<file path="config.mk">
export PLATFORM = sky130hd
export DESIGN_NAME = ram_burst_reader
export DESIGN_NICKNAME = d
export VERILOG_FILES = /design/src/rtl/ram_burst_reader.sv
export SDC_FILE = /design/constraint.sdc
export NUM_CORES = 1
export LEC_CHECK = 0
export CELL_PAD_IN_SITES_DETAIL_PLACEMENT = 1
export CELL_PAD_IN_SITES_GLOBAL_PLACEMENT = 1
export CORE_MARGIN = 4
export CORE_UTILIZATION = 35
export CTS_CLUSTER_SIZE = 12
export DETAILED_ROUTE_END_ITERATION = 10
export PLACE_DENSITY = 0.8
export SLEW_MARGIN = 10
export SYNTH_ARGS = -nofsm -noshare
export SYNTH_HDL_FRONTEND = slang
export SYNTH_SLANG_ARGS = --single-unit
</file>
<file path="constraint.sdc">
create_clock -name clk -period 5.6 [get_ports clk]
set_input_delay 1.12 -clock clk [delete_from_list [all_inputs] [get_ports clk]]
set_output_delay 1.12 -clock clk [all_outputs]
set_load 0.03 [all_outputs]
</file>
<file path="src/rtl/ram_burst_reader.sv">
// ram_burst_reader
// ----------------
// Read-side burst engine for one port of a 64x8 dual-port RAM. A start
// command with a word count reads consecutive RAM words (the address wraps
// at the top of the RAM) and streams them out on a valid/ready interface.
// A 2-entry output buffer sustains one word per cycle while the sink is
// ready and loses nothing under backpressure.
//
// Ports:
//   clk, rst_n         clock (rising edge), synchronous active-low reset
//   start              burst request, sampled only while busy=0
//   start_addr, len    first address and word count (0..2**ADDR_W)
//   busy, done         burst in progress / one-cycle completion pulse
//   ram_addr, ram_we   RAM port address and write enable (always 0)
//   ram_q              RAM read data, valid one cycle after its address
//   m_data, m_valid,   output stream
//   m_ready
//   chk                XOR of every word handshaken in the current burst
//                      (only with RAM_BURST_CHECKSUM_EN defined)
//
// Optional feature macro: RAM_BURST_CHECKSUM_EN adds the chk output.

module ram_burst_reader #(
  parameter int DATA_W = 8,
  parameter int ADDR_W = 6
) (
  input  logic              clk,
  input  logic              rst_n,
  input  logic              start,
  input  logic [ADDR_W-1:0] start_addr,
  input  logic [ADDR_W:0]   len,
  output logic              busy,
  output logic              done,
  output logic [ADDR_W-1:0] ram_addr,
  output logic              ram_we,
  input  logic [DATA_W-1:0] ram_q,
  output logic [DATA_W-1:0] m_data,
  output logic              m_valid,
  input  logic              m_ready
`ifdef RAM_BURST_CHECKSUM_EN
  ,
  output logic [DATA_W-1:0] chk
`endif
);

  typedef enum logic [1:0] {
    ST_IDLE = 2'd0,
    ST_RUN  = 2'd1,
    ST_FIN  = 2'd2
  } state_t;

  localparam logic [ADDR_W:0]   CNT_ONE  = 1;
  localparam logic [ADDR_W-1:0] ADDR_ONE = 1;

  state_t state_reg, state_next;

  logic [ADDR_W-1:0] addr_cnt_reg;   // next address to issue
  logic [ADDR_W-1:0] ram_addr_reg;   // last address presented to the RAM
  logic [ADDR_W:0]   issue_cnt_reg;  // reads still to issue
  logic [ADDR_W:0]   ret_cnt_reg;    // words still to hand off downstream
  logic              inflight_reg;   // a read was issued last cycle
  logic [1:0]        count_reg;      // words held in the output buffer
  logic [DATA_W-1:0] buf0_reg;       // buffer head, drives m_data
  logic [DATA_W-1:0] buf1_reg;

  logic       accept;
  logic       pop;
  logic       push;
  logic       issue;
  logic [2:0] occ_after_pop;

  // Buffer slots already spoken for: held words plus the read whose data
  // lands at the coming edge. A read is only issued if, after this cycle's
  // pop, a slot is still free for its data, so the buffer can never overflow.
  always_comb begin
    accept        = (state_reg == ST_IDLE) && start;
    m_valid       = (count_reg != 2'd0);
    m_data        = buf0_reg;
    pop           = m_valid && m_ready;
    push          = inflight_reg;
    occ_after_pop = {1'b0, count_reg} + {2'b00, inflight_reg} - {2'b00, pop};
    issue         = (state_reg == ST_RUN) && (issue_cnt_reg != '0) &&
                    (occ_after_pop < 3'd2);
    // The port shows the address being issued and holds it otherwise.
    ram_addr      = issue ? addr_cnt_reg : ram_addr_reg;
    ram_we        = 1'b0;
    busy          = (state_reg != ST_IDLE);
    done          = (state_reg == ST_FIN);
  end

  always_comb begin
    state_next = state_reg;
    case (state_reg)
      ST_IDLE: begin
        if (start) begin
          state_next = (len == '0) ? ST_FIN : ST_RUN;
        end
      end
      ST_RUN: begin
        if (pop && (ret_cnt_reg == CNT_ONE)) begin
          state_next = ST_FIN;
        end
      end
      ST_FIN:  state_next = ST_IDLE;
      default: state_next = ST_IDLE;
    endcase
  end

  always_ff @(posedge clk) begin
    if (!rst_n) begin
      state_reg     <= ST_IDLE;
      addr_cnt_reg  <= '0;
      ram_addr_reg  <= '0;
      issue_cnt_reg <= '0;
      ret_cnt_reg   <= '0;
      inflight_reg  <= 1'b0;
      count_reg     <= 2'd0;
      buf0_reg      <= '0;
      buf1_reg      <= '0;
    end else begin
      state_reg    <= state_next;
      ram_addr_reg <= ram_addr;
      inflight_reg <= issue;

      if (accept) begin
        addr_cnt_reg  <= start_addr;
        issue_cnt_reg <= len;
        ret_cnt_reg   <= len;
      end else begin
        if (issue) begin
          addr_cnt_reg  <= addr_cnt_reg + ADDR_ONE;  // wraps at the RAM top
          issue_cnt_reg <= issue_cnt_reg - CNT_ONE;
        end
        if (pop) begin
          ret_cnt_reg <= ret_cnt_reg - CNT_ONE;
        end
      end

      // RAM data for last cycle's read is on ram_q now; the head register
      // always holds the oldest word, the second slot the next one.
      case ({push, pop})
        2'b10: begin
          if (count_reg == 2'd0) begin
            buf0_reg <= ram_q;
          end else begin
            buf1_reg <= ram_q;
          end
          count_reg <= count_reg + 2'd1;
        end
        2'b01: begin
          buf0_reg  <= buf1_reg;
          count_reg <= count_reg - 2'd1;
        end
        2'b11: begin
          if (count_reg == 2'd1) begin
            buf0_reg <= ram_q;
          end else begin
            buf0_reg <= buf1_reg;
            buf1_reg <= ram_q;
          end
        end
        default: ;
      endcase
    end
  end

`ifdef RAM_BURST_CHECKSUM_EN
  logic [DATA_W-1:0] chk_reg;

  always_ff @(posedge clk) begin
    if (!rst_n) begin
      chk_reg <= '0;
    end else if (accept) begin
      chk_reg <= '0;
    end else if (pop) begin
      chk_reg <= chk_reg ^ buf0_reg;
    end
  end

  assign chk = chk_reg;
`endif

endmodule
</file>
==> impl_metrics.json <==
{
  "ys_top_cells_by_area": "dfxtp_1 40%, ha_1 4.8%, nor2_1 4.6%",
  "syn_nets": 297,
  "synthFlopType": "dfxtp_1",
  "synth_top_area_share_pct": 40.1,
  "synth_compound_area_share_pct": 18.8,
  "drt_iter0_markers": 60,
  "synth_edf_count": 0,
  "postPlaceCellArea_mm2": 0.00281,
  "clock_latency_ns": 0.30,
  "slew_headroom_pct": 33.7,
  "wirelength_um": 6110,
  "syn_to_final_growth_pct": 23.1,
  "leakage_nw": 1.15,
  "drive_gt1_share_pct": 6.67,
  "ant_nets": 0,
  "startpoint_type": "primary input",
  "track_usage_pct": 15.0,
  "cpPeakStageDelay_ns": 0.61,
  "core_mm2": 0.00642,
  "grt_pass1_vias": 2114,
  "viasPerCell": 5.46,
  "grt_max_degree": 30,
  "r2r_cells": 13,
  "yosysSeqAreaShare_pct": 40.1,
  "worstPathCellList": "clkdlybuf4s50_1 > nor2b_1 > inv_1 > nor2_1 > o21ai_0 > fa_1 > xor2_1 > a2111oi_4 > buf_4 > mux2_2 > clkdlybuf4s50_1",
  "finClkSkew_ns": 0.00536,
  "status": "finished, final reports clean",
  "syn_inst": 262,
  "grt_first_pass_wirelength_um": 10000,
  "die_area_mm2": 0.00807,
  "synth.area.mux_share_pct": 6.73,
  "hold_viol": 0,
  "wl_per_cell_um": 16.2,
  "cts_resized": 0,
  "max-clock-path-buffers": 2,
  "drv_slew": 0,
  "fin_crit_sh_pct": 94.7,
  "vdd_drop_max_uv": 190,
  "tightestPinTransition_ns": 0.993,
  "setup_viol": 0,
  "synth.avg_cell_area_um2": 8.94,
  "path_common_cell": "clkdlybuf4s50_1",
  "cpMaxStageDelayCell": "clkdlybuf4s50_1",
  "firstDrtPassIters": 4,
  "synth_area_mm2": 0.00234,
  "fin_nets": 336,
  "p_per_area_mw_per_mm2": 420,
  "worstSetupPathType": "in -> out",
  "synthArstFlopShare_pct": 0,
  "gpl.final_weighted_congestion": 0.729,
  "holdBufCountCts": 0,
  "synthXorXnorAreaFrac_pct": 3.74,
  "crit_arrival_ns": 4.18,
  "hold_path_depth": 2,
  "setup_tns_ns": 0,
  "clock-sinks": 47,
  "place_hpwl_um": 4410,
  "synth.distinct_cells": 51,
  "synth_top_family_by_area": "simple AND/OR/NAND/NOR gates",
  "post-cts-setup-buffer-count": 0,
  "total_power_w": 0.00121,
  "die_h_um": 89.8,
  "gr-total-overflow": 0,
  "cts-root-buf": "clkbuf_8",
  "start_util_pct": 36.5,
  "end_kind": "primary output",
  "cts_made_buffers": 5,
  "path_clk_slew_ns": 0.08,
  "drv_cap": 0,
  "cp_max_fo": 7,
  "fin_area_mm2": 0.00289,
  "fp-row-count": 29,
  "vias": 2058,
  "cts_tree": "yes",
  "synth_simple_gate_area_share_pct": 19.3,
  "antenna_found_initial": 0,
  "synth-warning-count": 0,
  "rsz0062_at_grt": "no",
  "layout_min_cycle_time_ns": 5.30,
  "fin_util_pct": 44.9,
  "synth_fa_ha_area_share_pct": 5.66,
  "critical_path_required_ns": 4.48,
  "hold_path.class": "reg -> reg",
  "diodes": 0,
  "io_pins": 43,
  "route.detailed.drc": 0,
  "die_w_um": 89.8,
  "final_cell_mix": "47 x dfxtp_1, 41 x clkdlybuf4s50_1, 29 x nor2_1",
  "synth_largest_area_cell": "dfxtp_1",
  "reg2reg_slack_ns": 2.39,
  "final_common_cell": "dfxtp_1",
  "h-tree-depth": 2,
  "yosys_register_bits": 47,
  "io_buffer_count": 41,
  "timing.fmax_mhz": 189
}
-- metal layers --
metal	track usage (%)	routed length, um	part of all wire [%]	up-vias
li1	-	-	-	1008
met1	17.7	2770	45	1014
met2	26.9	3060	50	31
met3	3.92	213	3.5	5
met4	4.34	59	0.97	0
met5	0	0	0	-
-- report_power, final --
part | total, W | internal (W) | switching (W) | leakage, nW
logic | 0.000569 | 0.000234 | 0.000335 | 0.727
clock network | 0.000192 | 0.0000835 | 0.000108 | 0.0371
registers | 0.000451 | 0.000400 | 0.0000514 | 0.385
-- synthesized netlist by cell type, drive strengths merged (6+ instances only) --
| master | n |
|---|---|
| dfxtp | 47 |
| nor2 | 29 |
| inv | 16 |
| nor3 | 16 |
| nand2 | 14 |
| o21ai | 13 |
| a21oi | 10 |
| clkbuf | 9 |
| ha | 9 |
| mux2i | 9 |
| a221oi | 8 |
| xor2 | 8 |
| a211oi | 7 |
| and2 | 6 |
| mux2 | 6 |
-- cells by family after synthesis --
group,count (synthesis)
simple gates,90
compound gates,60
flops,47
buf+inv,29
mux,15
fa+ha+maj,10
xor+xnor,10
other cells,1
-- layout make-up --
class / instances / area (um^2)
Fill cell: 760 / 3540
Multi-Input combinational cell: 186 / 1270
Timing Repair Buffer: 45 / 440
Sequential cell: 47 / 941
Inverter: 16 / 60.1
Clock buffer: 6 / 72.6
Tap cell: 77 / 96.3
-- through the flow --
step / cells / hold WS [ns] / setup WS (ns)
2_1_floorplan: 262 / 0.463 / 0.982
3_3_place_gp: 370 / 0.479 / 0.181
3_5_place_dp: 370 / 0.493 / 0.0502
4_1_cts: 376 / 0.505 / 0.0371
5_1_grt: 377 / 0.530 / 0.122
6_report: 377 / 0.499 / 0.297
-- worst paths after layout --
path                                           startpoint                            to
worst max-delay path                              m_ready                   ram_addr[5]
worst min-delay path               m_data[3]$_SDFFE_PN0P_        m_data[3]$_SDFFE_PN0P_
worst max register to register  count_reg[1]$_SDFFE_PN0P_  addr_cnt_reg[5]$_SDFFE_PN0P_
worst min register to register     m_data[3]$_SDFFE_PN0P_        m_data[3]$_SDFFE_PN0P_
-- worst max-delay path, delay by kind of cell --
kind            cells  cell delay [ns]
buf+inv             4             1.38
compound gates      2             0.42
fa+ha+maj           1             0.39
mux                 1             0.35
simple gates        2             0.33
xor+xnor            1             0.18
Note: power is estimated with default switching activity, not from simulation.
